### src/rtl/popcount_stream.sv
// Sequential population counter: scans each accepted word LANE bits per cycle and
// accumulates a saturating count across words until a last-tagged word closes the vector.
module popcount_stream #(
    parameter int WIDTH = 32,
    parameter int LANE  = 8,
    parameter int CNT_W = 16
) (
    input  logic             clk,
    input  logic             rst_n,
    input  logic             in_valid,
    output logic             in_ready,
    input  logic [WIDTH-1:0] in_data,
    input  logic             in_last,
    output logic             out_valid,
    input  logic             out_ready,
    output logic [CNT_W-1:0] out_count,
    output logic             out_sat
);

    localparam int N      = WIDTH / LANE;
    localparam int BEAT_W = (N > 1) ? $clog2(N) : 1;

    typedef enum logic [1:0] {IDLE, SCAN, HOLD} state_t;

    state_t             r_state;
    logic [WIDTH-1:0]   r_shreg;
    logic [BEAT_W-1:0]  r_beat;
    logic               r_last;
    logic [CNT_W-1:0]   r_acc;
    logic               r_sat;

    logic [CNT_W:0]     w_lanePop;
    logic [CNT_W:0]     w_sum;
    logic [WIDTH-1:0]   w_shNext;

    always_comb begin
        w_lanePop = '0;
        for (int i = 0; i < LANE; i++) begin
            w_lanePop = w_lanePop + {{CNT_W{1'b0}}, r_shreg[i]};
        end
    end

    // One extra bit of headroom so an overflowing add is visible in the carry.
    assign w_sum = {1'b0, r_acc} + w_lanePop;

    generate
        if (N > 1) begin : g_shift
            assign w_shNext = {{LANE{1'b0}}, r_shreg[WIDTH-1:LANE]};
        end else begin : g_noShift
            assign w_shNext = '0;
        end
    endgenerate

    always_ff @(posedge clk) begin
        if (!rst_n) begin
            r_state <= IDLE;
            r_shreg <= '0;
            r_beat  <= '0;
            r_last  <= 1'b0;
            r_acc   <= '0;
            r_sat   <= 1'b0;
        end else begin
            case (r_state)
                IDLE: begin
                    if (in_valid) begin
                        r_shreg <= in_data;
                        r_beat  <= BEAT_W'(N - 1);
                        r_last  <= in_last;
                        r_state <= SCAN;
                    end
                end
                SCAN: begin
                    if (w_sum[CNT_W]) begin
                        r_acc <= '1;
                        r_sat <= 1'b1;
                    end else begin
                        r_acc <= w_sum[CNT_W-1:0];
                    end
                    r_shreg <= w_shNext;
                    r_beat  <= r_beat - 1'b1;
                    // A non-last word keeps the accumulator so the next word adds onto it.
                    if (r_beat == '0) begin
                        r_state <= r_last ? HOLD : IDLE;
                    end
                end
                HOLD: begin
                    if (out_ready) begin
                        r_acc   <= '0;
                        r_sat   <= 1'b0;
                        r_state <= IDLE;
                    end
                end
                default: r_state <= IDLE;
            endcase
        end
    end

    assign in_ready  = (r_state == IDLE);
    assign out_valid = (r_state == HOLD);
    assign out_count = r_acc;
    assign out_sat   = r_sat;

endmodule

### config.mk
export PLATFORM = sky130hd
export DESIGN_NAME = popcount_stream
export DESIGN_NICKNAME = d
export VERILOG_FILES = /design/src/rtl/popcount_stream.sv
export SDC_FILE = /design/constraint.sdc
export NUM_CORES = 1
export LEC_CHECK = 0
export ABC_CLOCK_PERIOD_IN_PS = 4400
export CORE_UTILIZATION = 50
export DETAILED_ROUTE_END_ITERATION = 7
export PLACE_DENSITY = 0.77
export REMOVE_ABC_BUFFERS = 1
export SYNTH_ARGS = -nofsm -noshare
export SYNTH_HDL_FRONTEND = slang
export SYNTH_SLANG_ARGS = --single-unit
### constraint.sdc
create_clock -name clk -period 4.4 [get_ports clk]
set_input_delay 0.44 -clock clk [delete_from_list [all_inputs] [get_ports clk]]
set_output_delay 0.44 -clock clk [all_outputs]
set_load 0.05 [all_outputs]
==> results.txt, run 1 <==
----------------------------------------------------
[Drt]
  DR iter-0 viols ... ~160
  DRC viols ... 0
  Wirelength, routed ... approximately 6.5 mm
  Number of nets still failing antenna checks after routing ... 0
  First-pass DRT Iterations ... 4
  Total via count after detailed routing ... approximately 2700
  Via density per instance ... between 5 and 6
  Routed length per instance ... between 10 and 15 µm

[STA]
  Fmax ... between 200 and 300 MHz
  Worst setup skew after layout ... between 0.007 and 0.008 ns
  Final critical-path required period ... 3.82 ns
  Final Hold Violating Endpoints ... 0
  Normalized max-slew margin ... about a fifth
  Final setup viols ... 0
  Worst Max-Slew Pin Slew ... roughly 1.2 ns
  Final cycle utilization of the critical path ... 86.7%
  Setup TNS Final ... 0 ns
  Unrepaired setup endpoints after global routing ... false
  Final Max Slew Viols ... 0

[Placement]
  HPWL Detailed ... 4.59 mm
  Gp weighted congestion ... between 0.8 and 0.9
  # port buffers ... 55

[Synth]
  Post-Synthesis Mean Instance Area ... 8.18 µm²
  Number of unique standard cell types used by synthesis ... 47
  Cell area after synthesis ... just under 3000 µm²
  Post-synth EDFFs ... 0
  Fraction of the yosys area taken by sequential cells ... 37.4%
  Cell type contributing the most total cell area after synthesis ... sky130_fd_sc_hd__dfxtp_1
  Syn. warnings ... 0
  Cell count after synthesis ... between 300 and 400
  Asr flop ratio synth ... 0%
  Flip-flop and latch count after synthesis ... 54
  Top cells by area in the synthesized netlist ... sky130_fd_sc_hd__dfxtp_1 37%, sky130_fd_sc_hd__nand2_1 8.9%, sky130_fd_sc_hd__o211a_1 8.6%
  Share of the synthesized area in the top cell type ... 37.4%
  Primary flip-flop cell chosen by synthesis mapping ... sky130_fd_sc_hd__dfxtp_1

[CTS]
  Clock network latency to the later pin of the worst-skew pair ... between 0.3 and 0.4 ns
  Clock transition at the registers of the reported paths ... about 0.09 ns
  Cts repair resizes ... 0
  Number of buffers added by the clock tree synthesis step ... 5
  Deepest clock path buffer count ... 2
  # H-tree levels ... 2
  Clock tree root driver cell ... sky130_fd_sc_hd__clkbuf_8
  Count of hold buffers inserted by post-cts repair ... 0
  TritonCTS clock tree ... done
  CTS sink count ... 54
  Number of buffers added for setup after CTS ... 0

[Worst setup path]
  Endpoint required time on the critical path ... 4.61 ns
  Maximum net fanout on the critical path ... 7
  Worst r2r src ... out_count[0]$_SDFFE_PN0P_
  Type of the worst setup path ... flip-flop to flip-flop
  Worst reg2reg path depth ... 12
  Category of the worst setup path capture point ... flip-flop
  Crit path capture ... out_count[12]$_SDFFE_PN0P_
  Worst Setup Start Kind ... flip-flop
  Arrival time reported for the critical path endpoint ... ~4 ns
  Worst flop-to-flop path endpoint ... out_count[12]$_SDFFE_PN0P_
  FF-to-FF setup slack ... 0.58 ns
  Critical path launch point ... out_count[0]$_SDFFE_PN0P_

[Power]
  Design Power ... roughly 0.0011 W
  Power density over cell area ... 319 nW/µm²
  LEAKAGE ... roughly 1.6 nW
  IR drop worst, VDD ... 0.150 mV

[Global route]
  Final global-route overflow total ... 0
  Global-route usage over all layers ... 23.1%
  Number of global-route vias before repair ... between 2000 and 3000
  Pin count of the biggest net entering global routing ... 37
  Antenna violations before repair ... 0
  Global-route wire length before repair ... about 11 mm

[Die]
  Standard-cell row count ... 27
  Effective utilization at floorplan ... between 50% and 60%
  Core footprint ... 5540 µm²
  Die Y ... about 78 µm
  # IOs ... 56
  Die width ... between 70 and 80 µm
  Total die area ... roughly 6100 µm²

[Layout]
  End-of-flow core utilization ... 63.8%
  ANT cells ... 0
  Final net count ... about 450
  Area added between synthesis and finish ... 22.2%
  Fraction of layout instances using a drive strength above 1 ... 4.29%

[Hold path]
  Worst hold path class ... flip-flop to flip-flop

[Job]
  Number of violations of the max-capacitance limit ... 0

[Outcome]
  Status ... complete, no violations

----------------------------------------------------
[metal layers]
layer  vias up  GRT usage, %  wire [µm]
li1       1311             -          -
met1      1275          29.2       3060
met2        65          39.8       3100
met3         7          4.07        294
met4         0          7.41         74
met5         -             0          0
[worst min path at each step]
stage / startpoint / to / slack [ns] / depth (start not counted)
2_1_floorplan: r_last$_SDFFE_PN0P_ / r_last$_SDFFE_PN0P_ / 0.44 / 2
6_report: out_count[1]$_SDFFE_PN0P_ / out_count[1]$_SDFFE_PN0P_ / 0.46 / 2
3_5_place_dp: out_count[1]$_SDFFE_PN0P_ / out_count[1]$_SDFFE_PN0P_ / 0.45 / 2
4_1_cts: out_count[1]$_SDFFE_PN0P_ / out_count[1]$_SDFFE_PN0P_ / 0.47 / 2
3_3_place_gp: out_count[2]$_SDFFE_PN0P_ / out_count[2]$_SDFFE_PN0P_ / 0.45 / 2
5_1_grt: out_count[1]$_SDFFE_PN0P_ / out_count[1]$_SDFFE_PN0P_ / 0.49 / 2
[report_power, final]
group          leakage (nW)  total, W  internal [W]  switching [W]
Sequential            0.444  0.000550      0.000526      0.0000246
Combinational          1.11  0.000314      0.000139       0.000175
Clock                0.0383  0.000264      0.000110       0.000154
Total                  1.59   0.00113      0.000775       0.000353
[critical path, cell delays in order, from the launching register on]
cell                       delay [ns]
sky130_fd_sc_hd__dfxtp_1         0.35
sky130_fd_sc_hd__fa_1            0.55
sky130_fd_sc_hd__inv_1           0.05
sky130_fd_sc_hd__fa_1            0.50
sky130_fd_sc_hd__fa_1            0.43
sky130_fd_sc_hd__fa_1            0.39
sky130_fd_sc_hd__inv_1           0.08
sky130_fd_sc_hd__fa_1            0.23
sky130_fd_sc_hd__a211oi_2        0.12
sky130_fd_sc_hd__nor4_4          0.45
sky130_fd_sc_hd__and2_1          0.22
sky130_fd_sc_hd__a21oi_1         0.07
sky130_fd_sc_hd__o221a_1         0.26
[layout make-up]
| cell class | instances | area (µm²) |
|---|---|---|
| Inverter | 16 | 60.1 |
| Multi-Input combinational cell | 261 | 1660 |
| Sequential cell | 54 | 1080 |
| Clock buffer | 7 | 76.3 |
| Timing Repair Buffer | 58 | 573 |
| Fill cell | 490 | 2000 |
| Tap cell | 72 | 90.1 |
[cell usage after synthesis, drive strengths merged, types with 2 or more instances]
cell and number:
a211oi 5, a21boi 3, a21o 4, a21oi 13
a22o 6, and2 12, and3 3, buf 11
clkbuf 11, dfxtp 54, fa 5, ha 7
inv 16, nand2 71, nand2b 4, nand3 30
nor2 13, nor2b 13, nor3 4, o2111ai 2
o211a 25, o211ai 2, o21ai 22
[per-stage QoR]
step | area [µm²] | instances | hold WS (ns) | worst slack (ns)
after detailed placement | 3460 | 461 | 0.453 | 0.616
after floorplan | 2790 | 331 | 0.444 | 0.587
final | 3540 | 468 | 0.463 | 0.583
after CTS | 3540 | 468 | 0.465 | 0.594
after global routing | 3540 | 468 | 0.486 | 0.398
after global placement | 3460 | 461 | 0.447 | 0.746
[cells in the final DEF, fill, tap and decap left out, types with 11 or more instances in the layout]
master                            count
sky130_fd_sc_hd__nand2_1             69
sky130_fd_sc_hd__clkdlybuf4s50_1     55
sky130_fd_sc_hd__dfxtp_1             54
sky130_fd_sc_hd__nand3_1             30
sky130_fd_sc_hd__o211a_1             25
sky130_fd_sc_hd__inv_1               16
sky130_fd_sc_hd__o21ai_0             15
sky130_fd_sc_hd__nor2_1              12
sky130_fd_sc_hd__and2_1              12
sky130_fd_sc_hd__a21oi_1             11
sky130_fd_sc_hd__nor2b_1             11
[cell families (layout without fill, tap and decap cells)]
kind of cell    Yosys count  in the layout  share of synthesized area, %
flops                    54             54                          37.4
compound gates           91             91                          23.8
xor+xnor                  1              1                         0.303
mux                       1              1                         0.346
simple gates            156            156                          25.9
fa+ha+maj                12             12                          6.49
buf+inv                  39             81                          5.75
[sequential cells by signal, indices dropped and copies added (netlist names)]
| register | count |
|---|---|
| out_sat | 1 |
| r_shreg | 32 |
| r_last | 1 |
| r_state | 2 |
| r_beat | 2 |
| out_count | 16 |
No activity file was read; power rests on OpenSTA's default activity.
==> run 2, diff against run 1 <==
- CORE_UTILIZATION: 50 -> 40
- GPL_ROUTABILITY_DRIVEN: unset -> 0
- PLACE_DENSITY: 0.77 -> unset
==> results.txt, run 2 (synthesized netlist as in run 1, its figures left out) <==
----------------------------------------------------
[Outcome]
  Status ... complete, no violations (unchanged)

[Worst setup path]
  Maximum net fanout on the critical path ... 7 (unchanged)
  Endpoint required time on the critical path ... 4.60 ns (was 4.61 ns)
  Arrival time reported for the critical path endpoint ... 4.01 ns (was 4.02 ns)
  Type of the worst setup path ... flip-flop to flip-flop (unchanged)
  Category of the worst setup path capture point ... flip-flop (unchanged)
  Worst Setup Start Kind ... flip-flop (unchanged)

[CTS]
  Number of buffers added for setup after CTS ... 0 (unchanged)
  CTS sink count ... 54 (unchanged)
  Clock tree root driver cell ... sky130_fd_sc_hd__clkbuf_8 (unchanged)
  Clock transition at the registers of the reported paths ... 0.09 ns (about the same)
  Number of buffers added by the clock tree synthesis step ... 5 (unchanged)
  # H-tree levels ... 2 (unchanged)
  Deepest clock path buffer count ... 2 (unchanged)
  Cts repair resizes ... 0 (unchanged)
  Clock network latency to the later pin of the worst-skew pair ... 0.30 ns (was 0.31 ns)
  Count of hold buffers inserted by post-cts repair ... 0 (unchanged)
  TritonCTS clock tree ... done (unchanged)

[Placement]
  # port buffers ... 55 (unchanged)
  HPWL Detailed ... 4.75 mm (was 4.59 mm)
  Minimum setup slack after placement ... 0.613 ns (was 0.616 ns)
  Area post-placement ... 3490 µm² (was 3460 µm²)

[Job]
  Number of violations of the max-capacitance limit ... 0 (unchanged)

[Die]
  Core footprint ... 6910 µm² (was 5540 µm²)
  Standard-cell row count ... 30 (was 27)
  Total die area ... 7580 µm² (was 6100 µm²)
  # IOs ... 56 (unchanged)
  Effective utilization at floorplan ... 41.9% (was 52.2%)
  Die Y ... 87.1 µm (was 78.1 µm)
  Die width ... 87.1 µm (was 78.1 µm)

[Hold path]
  Worst hold path class ... flip-flop to flip-flop (unchanged)

[Layout]
  Number of flip-flops under the largest register name ... 32 (unchanged)
  Register ranked first by flip-flop count ... r_shreg (unchanged)
  Layout Cell Area excl Fill ... 3600 µm² (was 3540 µm²)
  Final net count ... 445 (unchanged)
  Fraction of layout instances using a drive strength above 1 ... 4.53% (was 4.29%)
  Most frequent cells in the layout ... 69 x sky130_fd_sc_hd__nand2_1, 55 x sky130_fd_sc_hd__clkdlybuf4s50_1, 54 x sky130_fd_sc_hd__dfxtp_1 (unchanged)
  Most frequent standard cell in the layout excluding fill and tap cells ... sky130_fd_sc_hd__nand2_1 (unchanged)
  ANT cells ... 0 (unchanged)
  Area added between synthesis and finish ... 24.3% (was 22.2%)

[Global route]
  Pin count of the biggest net entering global routing ... 34 (was 37)
  Antenna violations before repair ... 0 (unchanged)
  Global-route usage over all layers ... 19.5% (was 23.1%)
  Number of global-route vias before repair ... 2436 (was 2504)
  Final global-route overflow total ... 0 (unchanged)
  Global-route wire length before repair ... 11.7 mm (was 11.3 mm)

[STA]
  Final worst setup slack ... 0.591 ns (was 0.583 ns)
  Final Hold Violating Endpoints ... 0 (unchanged)
  Worst setup skew after layout ... 0.00426 ns (was 0.00799 ns)
  Worst Max-Slew Pin Slew ... 1.15 ns (was 1.20 ns)
  Setup TNS Final ... 0 ns (unchanged)
  Final Max Slew Viols ... 0 (unchanged)
  Normalized max-slew margin ... 23.2% (was 20.2%)
  Fmax ... 263 MHz (was 262 MHz)
  Unrepaired setup endpoints after global routing ... false (unchanged)
  Final setup viols ... 0 (unchanged)
  Final cycle utilization of the critical path ... 86.6% (was 86.7%)
  Final critical-path required period ... 3.81 ns (was 3.82 ns)

[Drt]
  Routed length per instance ... 13.6 µm (was 13.9 µm)
  Number of nets still failing antenna checks after routing ... 0 (unchanged)
  Met3 Routed Length ... 249 µm (was 294 µm)
  Wirelength, routed ... 6.69 mm (was 6.52 mm)
  DR WL met2 ... 3.02 mm (was 3.10 mm)
  Via density per instance ... 5.17 (was 5.68)
  Met1 routed wirelength after detailed routing ... 3.39 mm (was 3.06 mm)
  First-pass DRT Iterations ... 5 (was 4)
  DR iter-0 viols ... 151 (was 158)
  DRC viols ... 0 (unchanged)
  Total via count after detailed routing ... 2547 (was 2658)
  Highest metal layer with signal wires ... met4 (unchanged)

[Power]
  LEAKAGE ... 1.61 nW (was 1.59 nW)
  Power density over cell area ... 332 nW/µm² (was 319 nW/µm²)
  IR drop worst, VDD ... 0.166 mV (was 0.150 mV)

----------------------------------------------------
run 2: changes by cell type in the layout (fill, tap and decap cells not counted):
cell,previous run,this run
sky130_fd_sc_hd__bufinv_16,0,1
run 2: power by group:
group	internal [W]	total, W	switching (W)
Clock	0.000171	0.000329	0.000158
Sequential	0.000526	0.000550	0.0000243
Combinational	0.000139	0.000316	0.000177
Total	0.000835	0.00119	0.000359
run 2: worst max-delay path: stages, from the launching register on:
cell,delay (ns)
sky130_fd_sc_hd__dfxtp_1,0.35
sky130_fd_sc_hd__fa_1,0.54
sky130_fd_sc_hd__inv_1,0.05
sky130_fd_sc_hd__fa_1,0.50
sky130_fd_sc_hd__fa_1,0.44
sky130_fd_sc_hd__fa_1,0.39
sky130_fd_sc_hd__inv_1,0.09
sky130_fd_sc_hd__fa_1,0.23
sky130_fd_sc_hd__a211oi_2,0.12
sky130_fd_sc_hd__nor4_4,0.46
sky130_fd_sc_hd__and2_1,0.22
sky130_fd_sc_hd__a21oi_1,0.07
sky130_fd_sc_hd__o221a_1,0.25
run 2: final cells by class:
type	instances	area, µm²
Inverter	16	60.1
Sequential cell	54	1080
Tap cell	96	120
Multi-Input combinational cell	261	1660
Clock buffer	7	76.3
Timing Repair Buffer	58	573
Fill cell	708	3310
Clock inverter	1	30.0
run 2: path summary, 6_finish.rpt:
check / start / end / slack [ns] / cells after the start
worst max-delay path: out_count[0]$_SDFFE_PN0P_ / out_count[12]$_SDFFE_PN0P_ / 0.59 / 12
worst min-delay path: out_count[1]$_SDFFE_PN0P_ / out_count[1]$_SDFFE_PN0P_ / 0.46 / 2
worst max register to register: out_count[0]$_SDFFE_PN0P_ / out_count[12]$_SDFFE_PN0P_ / 0.59 / 12
worst min register to register: out_count[1]$_SDFFE_PN0P_ / out_count[1]$_SDFFE_PN0P_ / 0.46 / 2
run 2: per-layer routing:
| metal | vias to the layer above | GRT usage, % |
|---|---|---|
| met5 | - | 0 |
| met1 | 1175 | 27.6 |
| met2 | 52 | 30.9 |
| li1 | 1316 | - |
| met3 | 4 | 3.32 |
| met4 | 0 | 4.70 |
run 2: metrics by stage:
stage | hold WS [ns] | instances | total power (W) | util [%]
6_report | 0.463 | 493 | 0.00119 | 52.1
3_3_place_gp | 0.447 | 485 | 0.000878 | 50.5
2_1_floorplan | 0.444 | 331 | 0.000764 | -
4_1_cts | 0.468 | 493 | 0.00121 | 52.1
5_1_grt | 0.479 | 493 | 0.00127 | 52.1
3_5_place_dp | 0.454 | 485 | 0.000878 | 50.5
==> run 3, diff against run 2 <==
- DONT_BUFFER_PORTS: unset -> 1
- REMOVE_ABC_BUFFERS: 1 -> unset
- SKIP_CTS_REPAIR_TIMING: unset -> 1
==> results.txt, run 3 (synthesized netlist as in run 1, its figures left out) <==
----------------------------------------------------
[Worst setup path]
  Category of the worst setup path capture point ... flip-flop (unchanged)
  Slowest cell on the critical path ... sky130_fd_sc_hd__fa_1 (unchanged)
  Type of the worst setup path ... flip-flop to flip-flop (unchanged)
  FF-to-FF setup slack ... 0.72 ns (was 0.59 ns)
  Endpoint required time on the critical path ... 4.61 ns (was 4.60 ns)
  Cell occurring most often along the worst timing path ... sky130_fd_sc_hd__fa_1 (unchanged)
  Crit path cell chain ... fa_1, inv_1, fa_1, fa_1, fa_1, inv_1, fa_1, a211oi_2, nor4_4, and2_1, a21oi_1, o221a_1 (unchanged)
  Arrival time reported for the critical path endpoint ... 3.89 ns (was 4.01 ns)
  Worst r2r src ... out_count[0]$_SDFFE_PN0P_ (unchanged)
  Worst flop-to-flop path endpoint ... out_count[12]$_SDFFE_PN0P_ (unchanged)
  Worst reg2reg path depth ... 12 (unchanged)
  Maximum net fanout on the critical path ... 7 (unchanged)
  Worst Setup Start Kind ... flip-flop (unchanged)
  Slowest stage delay, CP ... 0.53 ns (was 0.54 ns)

[Placement]
  Minimum setup slack after placement ... 0.749 ns (was 0.613 ns)
  Cells after DPL ... 430 (was 485)
  # port buffers ... 0 (was 55)
  HPWL Detailed ... 4.51 mm (was 4.75 mm)

[Layout]
  Register ranked first by flip-flop count ... r_shreg (unchanged)
  Area added between synthesis and finish ... 5.23% (was 24.3%)
  ANT cells ... 0 (unchanged)
  Number of fillers in the final layout ... 739 (was 708)
  Number of standard cells in the final layout excluding fillers ... 438 (was 493)
  Final net count ... 390 (was 445)
  Number of flip-flops under the largest register name ... 32 (unchanged)
  Most frequent standard cell in the layout excluding fill and tap cells ... sky130_fd_sc_hd__nand2_1 (unchanged)
  Fraction of layout instances using a drive strength above 1 ... 5.85% (was 4.53%)
  Most frequent cells in the layout ... 69 x sky130_fd_sc_hd__nand2_1, 54 x sky130_fd_sc_hd__dfxtp_1, 30 x sky130_fd_sc_hd__nand3_1 (was 69 x sky130_fd_sc_hd__nand2_1, 55 x sky130_fd_sc_hd__clkdlybuf4s50_1, 54 x sky130_fd_sc_hd__dfxtp_1)

[CTS]
  TritonCTS clock tree ... done (unchanged)
  CTS sink count ... 54 (unchanged)
  Deepest clock path buffer count ... 2 (unchanged)
  Clock tree root driver cell ... sky130_fd_sc_hd__clkbuf_8 (unchanged)
  Clock network latency to the later pin of the worst-skew pair ... 0.31 ns (was 0.30 ns)
  # H-tree levels ... 2 (unchanged)
  Number of buffers added by the clock tree synthesis step ... 5 (unchanged)
  Clock transition at the registers of the reported paths ... 0.10 ns (was 0.09 ns)

[Job]
  Number of violations of the max-capacitance limit ... 0 (unchanged)

[Global route]
  Number of global-route vias before repair ... 2267 (was 2436)
  Final global-route overflow total ... 0 (unchanged)
  Global-route wire length before repair ... 10.8 mm (was 11.7 mm)
  Global-route usage over all layers ... 18.3% (was 19.5%)
  Antenna violations before repair ... 0 (unchanged)
  Pin count of the biggest net entering global routing ... 52 (was 34)

[Synth]
  Post-synth net total ... between 400 and 500

[STA]
  Final worst setup slack ... 0.724 ns (was 0.591 ns)
  Final cycle utilization of the critical path ... 83.6% (was 86.6%)
  Hold slack final ... 0.249 ns (was 0.463 ns)
  Final critical-path required period ... 3.68 ns (was 3.81 ns)
  Unrepaired setup endpoints after global routing ... false (unchanged)
  Final Hold Violating Endpoints ... 0 (unchanged)
  Setup TNS Final ... 0 ns (unchanged)
  Worst setup skew after layout ... 0.0115 ns (was 0.00426 ns)
  Fmax ... 272 MHz (was 263 MHz)
  Final setup viols ... 0 (unchanged)
  Normalized max-slew margin ... 29.1% (was 23.2%)
  Final Max Slew Viols ... 0 (unchanged)
  Worst Max-Slew Pin Slew ... 1.06 ns (was 1.15 ns)

[Power]
  LEAKAGE ... 1.40 nW (was 1.61 nW)
  IR drop worst, VDD ... 0.167 mV (was 0.166 mV)
  Power density over cell area ... 368 nW/µm² (was 332 nW/µm²)

[Hold path]
  Worst hold path class ... primary input to flip-flop (was flip-flop to flip-flop)
  Number of cells traversed by the worst hold path ... 1 (was 2)
  Hold Crit Endpoint ... out_sat$_SDFFE_PN0P_ (was out_count[1]$_SDFFE_PN0P_)
  Min-delay src ... rst_n (was out_count[1]$_SDFFE_PN0P_)

[Die]
  Total die area ... 7580 µm² (unchanged)
  Effective utilization at floorplan ... 41.9% (unchanged)
  Standard-cell row count ... 30 (unchanged)
  Core footprint ... 6910 µm² (unchanged)
  Die Y ... 87.1 µm (unchanged)
  Die width ... 87.1 µm (unchanged)
  # IOs ... 56 (unchanged)

[Drt]
  DRC viols ... 0 (unchanged)
  Total via count after detailed routing ... 2366 (was 2547)
  Routed length per instance ... 15.1 µm (was 13.6 µm)
  Number of nets still failing antenna checks after routing ... 0 (unchanged)
  DR iter-0 viols ... 139 (was 151)
  Via density per instance ... 5.40 (was 5.17)
  First-pass DRT Iterations ... 4 (was 5)
  Wirelength, routed ... 6.62 mm (was 6.69 mm)

[Outcome]
  Status ... complete, no violations (unchanged)

----------------------------------------------------
==> run 3: cell types whose count changed in the layout (fill, tap and decap cells not counted) <==
cell / previous run / this run
sky130_fd_sc_hd__clkdlybuf4s50_1: 55 / 0
sky130_fd_sc_hd__clkbuf_1: 2 / 0
sky130_fd_sc_hd__clkbuf_8: 5 / 7
sky130_fd_sc_hd__bufinv_16: 1 / 0
sky130_fd_sc_hd__clkinv_4: 0 / 1
==> run 3: worst max path at each step <==
stage                              startpoint                         end  slack, ns  cells past startpoint
detailed placement  out_count[0]$_SDFFE_PN0P_  out_count[12]$_SDFFE_PN0P_       0.75                     12
finish              out_count[0]$_SDFFE_PN0P_  out_count[12]$_SDFFE_PN0P_       0.72                     12
global placement    out_count[0]$_SDFFE_PN0P_  out_count[14]$_SDFFE_PN0P_       0.79                     12
floorplan           out_count[0]$_SDFFE_PN0P_  out_count[12]$_SDFFE_PN0P_       0.62                     12
global route        out_count[0]$_SDFFE_PN0P_  out_count[14]$_SDFFE_PN0P_       0.47                     12
CTS                 out_count[0]$_SDFFE_PN0P_  out_count[12]$_SDFFE_PN0P_       0.73                     12
==> run 3: layout make-up <==
class	instances	area, µm²	share of cell area (%)
well taps	96	120	3.94
clock inverters	1	8.76	0.288
multi-input cells	261	1660	54.4
clock buffers	7	96.3	3.16
repair buffers	3	22.5	0.740
inverters	16	60.1	1.97
flip-flops and latches	54	1080	35.5
==> run 3: where the power goes <==
| group | leakage (nW) | internal, W | switching, W |
|---|---|---|---|
| clock network | 0.0544 | 0.000145 | 0.000167 |
| registers | 0.444 | 0.000526 | 0.0000408 |
| logic | 0.904 | 0.0000994 | 0.000143 |
| total | 1.40 | 0.000770 | 0.000351 |
==> run 3: critical path: cells and delay by family (launching register included) <==
| family | cells | cell delay, ns |
|---|---|---|
| compound gates | 3 | 0.40 |
| fa+ha+maj | 5 | 2.07 |
| buf+inv | 2 | 0.13 |
| flops | 1 | 0.33 |
| simple gates | 2 | 0.66 |
==> run 3: through the flow <==
stage               instance area, µm²  power (W)  utilization, %
CTS                               3050    0.00113            44.1
floorplan                         2890   0.000777               -
detailed placement                2940   0.000821            42.6
finish                            3050    0.00112            44.1
global route                      3050    0.00119            44.1
global placement                  2940   0.000816            42.6
==> run 3: layer usage <==
layer / vias to the layer above / GRT usage (%) / part of all wire, %
met5: - / 0 / 0
met4: 0 / 5.91 / 1.5
met3: 9 / 4.27 / 5.0
met2: 55 / 29.1 / 45
met1: 1096 / 24.3 / 49
li1: 1206 / - / -
